<file path="src/rtl/div_iter.sv">
// Iterative radix-2 restoring divider for RV32M DIV/DIVU/REM/REMU beside the EXE stage.
// Optional macro DIV_EARLY_OUT_EN: resolve divide-by-zero, overflow and |rs1| < |rs2| in one cycle.
package div_iter_pkg;
  typedef struct packed {
    logic div_req;
    logic div_ack;
  } div2fwd_t;
endpackage

module div_iter
  import div_iter_pkg::*;
(
  input  logic        clk,
  input  logic        rst,
  input  logic        div_req_i,
  input  logic [1:0]  div_op_i,
  input  logic [31:0] rs1_i,
  input  logic [31:0] rs2_i,
  input  logic        flush_i,
  output div2fwd_t    div2fwd_o,
  output logic [31:0] div_result_o,
  output logic        div_busy_o
);

  typedef enum logic [1:0] {
    IDLE = 2'd0,
    CALC = 2'd1,
    DONE = 2'd2
  } state_t;

  state_t      state_r;
  logic [32:0] rem_r;
  logic [31:0] dvd_r;
  logic [31:0] dvs_r;
  logic [31:0] result_r;
  logic [4:0]  cnt_r;
  logic        is_rem_r;
  logic        neg_q_r;
  logic        neg_r_r;
  logic        dz_r;
  logic        ovf_r;

  logic        start_s;
  logic        is_signed_s;
  logic        a_neg_s;
  logic        b_neg_s;
  logic [31:0] a_mag_s;
  logic [31:0] b_mag_s;
  logic        dz_s;
  logic        ovf_s;
  logic [33:0] shift_s;
  logic [33:0] diff_s;
  logic [32:0] rem_nxt_s;
  logic [31:0] quo_nxt_s;
  logic [31:0] fin_q_s;
  logic [31:0] fin_r_s;
  logic [31:0] fin_s;
`ifdef DIV_EARLY_OUT_EN
  logic        early_s;
  logic [31:0] early_res_s;
`endif

  assign start_s     = div_req_i & ~flush_i;
  assign is_signed_s = ~div_op_i[0];
  assign a_neg_s     = is_signed_s & rs1_i[31];
  assign b_neg_s     = is_signed_s & rs2_i[31];
  assign a_mag_s     = a_neg_s ? (32'd0 - rs1_i) : rs1_i;
  assign b_mag_s     = b_neg_s ? (32'd0 - rs2_i) : rs2_i;
  assign dz_s        = (rs2_i == 32'd0);
  assign ovf_s       = is_signed_s & (rs1_i == 32'h8000_0000) & (rs2_i == 32'hFFFF_FFFF);

  assign div2fwd_o.div_req = start_s;
  assign div2fwd_o.div_ack = (state_r == DONE) & ~flush_i;
  assign div_result_o      = result_r;
  assign div_busy_o        = (state_r != IDLE);

  // One restoring step plus the sign fix-up applied to the final step's output
  always_comb begin
    shift_s   = {rem_r, dvd_r[31]};
    diff_s    = shift_s - {2'b00, dvs_r};
    rem_nxt_s = shift_s[32:0];
    quo_nxt_s = {dvd_r[30:0], 1'b0};
    if (!diff_s[33]) begin
      rem_nxt_s = diff_s[32:0];
      quo_nxt_s = {dvd_r[30:0], 1'b1};
    end else begin
      rem_nxt_s = shift_s[32:0];
      quo_nxt_s = {dvd_r[30:0], 1'b0};
    end

    // Zero divisor leaves |rs1| in rem, so the rs1-sign fix-up already yields rs1
    if (dz_r) begin
      fin_q_s = 32'hFFFF_FFFF;
    end else if (ovf_r) begin
      fin_q_s = 32'h8000_0000;
    end else begin
      fin_q_s = neg_q_r ? (32'd0 - quo_nxt_s) : quo_nxt_s;
    end

    if (ovf_r) begin
      fin_r_s = 32'd0;
    end else begin
      fin_r_s = neg_r_r ? (32'd0 - rem_nxt_s[31:0]) : rem_nxt_s[31:0];
    end

    fin_s = is_rem_r ? fin_r_s : fin_q_s;
  end

`ifdef DIV_EARLY_OUT_EN
  // Results that need no iteration: architectural specials and a divisor larger than the dividend
  always_comb begin
    early_s = dz_s | ovf_s | (a_mag_s < b_mag_s);
    if (dz_s) begin
      early_res_s = div_op_i[1] ? rs1_i : 32'hFFFF_FFFF;
    end else if (ovf_s) begin
      early_res_s = div_op_i[1] ? 32'd0 : 32'h8000_0000;
    end else begin
      early_res_s = div_op_i[1] ? rs1_i : 32'd0;
    end
  end
`endif

  // Control FSM and datapath registers
  always_ff @(posedge clk or posedge rst) begin
    if (rst) begin
      state_r  <= IDLE;
      rem_r    <= 33'd0;
      dvd_r    <= 32'd0;
      dvs_r    <= 32'd0;
      result_r <= 32'd0;
      cnt_r    <= 5'd0;
      is_rem_r <= 1'b0;
      neg_q_r  <= 1'b0;
      neg_r_r  <= 1'b0;
      dz_r     <= 1'b0;
      ovf_r    <= 1'b0;
    end else if (flush_i) begin
      state_r <= IDLE;
    end else begin
      case (state_r)
        IDLE: begin
          if (start_s) begin
            rem_r    <= 33'd0;
            dvd_r    <= a_mag_s;
            dvs_r    <= b_mag_s;
            cnt_r    <= 5'd0;
            is_rem_r <= div_op_i[1];
            neg_q_r  <= a_neg_s ^ b_neg_s;
            neg_r_r  <= a_neg_s;
            dz_r     <= dz_s;
            ovf_r    <= ovf_s;
`ifdef DIV_EARLY_OUT_EN
            if (early_s) begin
              result_r <= early_res_s;
              state_r  <= DONE;
            end else begin
              state_r  <= CALC;
            end
`else
            state_r  <= CALC;
`endif
          end else begin
            state_r <= IDLE;
          end
        end
        CALC: begin
          rem_r <= rem_nxt_s;
          dvd_r <= quo_nxt_s;
          cnt_r <= cnt_r + 5'd1;
          if (cnt_r == 5'd31) begin
            result_r <= fin_s;
            state_r  <= DONE;
          end else begin
            state_r <= CALC;
          end
        end
        DONE: begin
          state_r <= IDLE;
        end
        default: begin
          state_r <= IDLE;
        end
      endcase
    end
  end

endmodule
</file>
<file path="config.mk">
export PLATFORM = sky130hd
export DESIGN_NAME = div_iter
export DESIGN_NICKNAME = d
export VERILOG_FILES = /design/src/rtl/div_iter.sv
export SDC_FILE = /design/constraint.sdc
export NUM_CORES = 1
export LEC_CHECK = 0
export BUFFER_PORTS_ARGS = -buffer_cell sky130_fd_sc_hd__buf_2
export CORE_ASPECT_RATIO = 0.8
export CORE_MARGIN = 2
export CORE_UTILIZATION = 55
export DETAILED_ROUTE_END_ITERATION = 6
export PLACE_DENSITY_LB_ADDON = 0.2
export SKIP_LAST_GASP = 1
export SLEW_MARGIN = 20
export SYNTH_ARGS = -nofsm -noshare
export SYNTH_HDL_FRONTEND = slang
export SYNTH_SLANG_ARGS = --single-unit
</file>
<file path="constraint.sdc">
create_clock -name clk -period 5.5 [get_ports clk]
set_input_delay 1.1 -clock clk [delete_from_list [all_inputs] [get_ports clk]]
set_output_delay 1.1 -clock clk [all_outputs]
set_load 0.1 [all_outputs]
</file>
==> flow_summary.json <==
{
  "antenna_found_initial": 1,
  "clock_latency_ps": 440,
  "rr_startpoint": "rem_r[19]",
  "die_w_um": 167,
  "fin_ws_ps": 683,
  "pwr-share-clk_pct": 15.5,
  "synth_area_leaders": "dfrtp_1 (30%), o21ai_0 (7.4%), nand2_1 (6.2%)",
  "fin_nets": 1669,
  "power.net_switching_mw": 4.16,
  "synth_ff_type": "dfrtp_1",
  "min_period_over_period_pct": 87.6,
  "slew_headroom_pct": 24.3,
  "hpwl_um": 29200,
  "die_height_um": 135,
  "final_max_slew_viol_count": 0,
  "grt_max_degree": 93,
  "dr_total_vias": 11800,
  "coreArea_um2": 20800,
  "first_pass_iters": 7,
  "dpl_worst_slack_ps": 833,
  "cts_resized": 0,
  "syn_inst": 1505,
  "fin_crit_ps": 4820,
  "crit_end": "div_result_o[22]",
  "vias_per_cell": 6.43,
  "yosys_warnings": 0,
  "rsz0062_at_grt": "no",
  "drt-met1-wl_um": 17400,
  "p_comb_share_pct": 64.4,
  "synth_common_cells": "nand2_1 (194), o21ai_0 (174), dfrtp_1 (141)",
  "drt-initial-drc-count": 1499,
  "worstMarginPinSlew_ps": 1130,
  "wl_met3_um": 4430,
  "fp.dieArea_um2": 22600,
  "synthesis.area_um2": 11800,
  "clock_path_buffers": 2,
  "rr_worst_depth": 16,
  "gr-total-overflow": 0,
  "wl_um": 38000,
  "crit_required_ps": 5840,
  "clkSinkCount": 141,
  "final_layout_size_suffix_gt1_share_pct": 12.0,
  "register_area_um2": 3530,
  "fillers": 1896,
  "synth_top_area_share_pct": 30.0,
  "synth-edff-count": 0,
  "grt_usage_pct": 34.3,
  "critPathLaunchType": "flip-flop",
  "yosysSeqAreaShare_pct": 30.0,
  "r2r_end": "div_result_o[22]",
  "power_density_nw_per_um2": 608,
  "end_kind": "flip-flop",
  "synth.avg_cell_area_um2": 7.81,
  "grt_pass1_vias": 10600,
  "violations": "DRC",
  "yosysTopAreaCell": "dfrtp_1",
  "crit_path_start": "rem_r[19]",
  "min_path_type": "flip-flop to flip-flop",
  "io_pins": 105,
  "syn_to_final_growth_pct": 10.6,
  "setup_viol": 0,
  "finalHoldViolations": 0,
  "synth_nets": 1615,
  "cts_buffers": 17,
  "cts_setup_buffers": 0,
  "fin_setup_tns_ps": 0,
  "grt_pass1_wl_um": 60000,
  "crit_fanout": 14,
  "cts-htree-levels": 4,
  "synthArstFlopShare_pct": 100,
  "rows": 47,
  "hold_depth": 2,
  "synth_cell_types": 90,
  "start_util_pct": 56.5,
  "wl_per_cell_um": 20.7,
  "placed_area_um2": 12400,
  "hold_ws_ps": 480,
  "yosysMostFrequentCell": "nand2_1",
  "wl_met2_um": 15300,
  "peakVddDrop_mv": 0.311,
  "gp_congestion": 0.986,
  "cts_tree": "built",
  "outcome": "finished with violations",
  "cellInternalPower_mw": 3.75,
  "io_buffers": 104,
  "route.top_layer_used": "met4",
  "ys_ff_latch": 141,
  "fin_total_pwr_mw": 7.91,
  "pwr-share-seq_pct": 20.1,
  "drtAntennaViolNets": 0,
  "cp.arrival_ps": 5150,
  "root_buffer": "clkbuf_16",
  "cts_hold_buffers": 0,
  "r2r_slack_ps": 680,
  "final_cell_area_um2": 13000,
  "maxCapViolations": 0,
  "finalClockSkew_ps": 13.6,
  "drc": 5,
  "n_antenna_cell": 0,
  "clk_pin_slew_ps": 70,
  "multi_input_area_um2": 7660,
  "fmaxAchievable_ghz": 0.208,
  "crit_type": "flip-flop to flip-flop",
  "swShare_pct": 52.6,
  "power.leakage_nw": 5.62
}
## cell type report
type | instances | share of cell area, %
sequential | 141 | 27.1
tap | 269 | 2.59
inverter | 58 | 1.71
timing repair buffer | 120 | 4.93
multi-input combinational | 1221 | 58.9
clock buffer | 20 | 3.59
clock inverter | 12 | 1.14
## worst max-delay path, cell delays in order, from the launching register on
cell	delay [ps]
dfrtp_1	430
ha_1	540
nand4_1	170
nor3_1	400
nand3_1	210
a21oi_2	280
o31a_1	250
nor2_4	60
inv_2	180
mux2i_1	320
ha_1	350
inv_1	140
o41ai_2	670
and3_1	250
a31oi_1	100
xnor2_1	160
o221ai_1	200
## how the worst min path moves through the flow
stage / startpoint / end / slack (ps)
after global routing: dvs_r[19] / dvs_r[19] / 510
after CTS: div_result_o[19] / div_result_o[19] / 480
after floorplan: dvs_r[10] / dvs_r[10] / 450
after global placement: div_result_o[23] / div_result_o[23] / 460
after detailed placement: div_result_o[19] / div_result_o[19] / 470
final: div_result_o[19] / div_result_o[19] / 480
## flip-flops by register name, summed over array words and instances, names as in the netlist, 2 cells and up
| signal | flops |
|---|---|
| dvd_r | 32 |
| state_r | 2 |
| dvs_r | 32 |
| div_result_o | 32 |
| rem_r | 33 |
| cnt_r | 5 |
## placed cells by master, fill, tap and decap left out, drive strengths merged, types with 32 or more instances in the layout
master and count:
inv 62, o21ai 196, nor3 32, ha 39, a21oi 119, nor2 125, buf 120, dfrtp 141
xnor2 76, xor2 52, nand2 194
## cells by family after synthesis
| logic type | Yosys count | synth area share, % |
|---|---|---|
| and+or+nand+nor | 519 | 21.1 |
| muxes | 32 | 2.77 |
| xor gates and xnor gates | 128 | 9.54 |
| adders and majority gates | 40 | 4.32 |
| AOI/OAI and AO/OA | 502 | 27.3 |
| buffers and inverters | 143 | 5.01 |
| DFF | 141 | 30.0 |
## metal layers
layer	up-vias	GRT usage (%)
met1	5595	51.1
met5	-	0
met3	62	10.3
met4	0	9.71
met2	594	47.7
li1	5579	-
## metrics by stage
step | util, % | std cells
after global placement | 59.5 | 1809
final | 62.5 | 1841
after detailed placement | 59.5 | 1809
after global routing | 62.5 | 1841
after floorplan | - | 1505
after CTS | 62.5 | 1841
## power by group through the flow
| stage | combinational, mW | sequential, mW | clock [mW] |
|---|---|---|---|
| after floorplan | 3.68 | 1.46 | 0 |
| after global placement | 4.90 | 1.57 | 0 |
| after detailed placement | 4.92 | 1.59 | 0 |
| after CTS | 4.95 | 1.57 | 1.23 |
| after global routing | 5.51 | 1.61 | 1.28 |
| final | 5.09 | 1.59 | 1.23 |
Power figures use the tool's default switching activity.
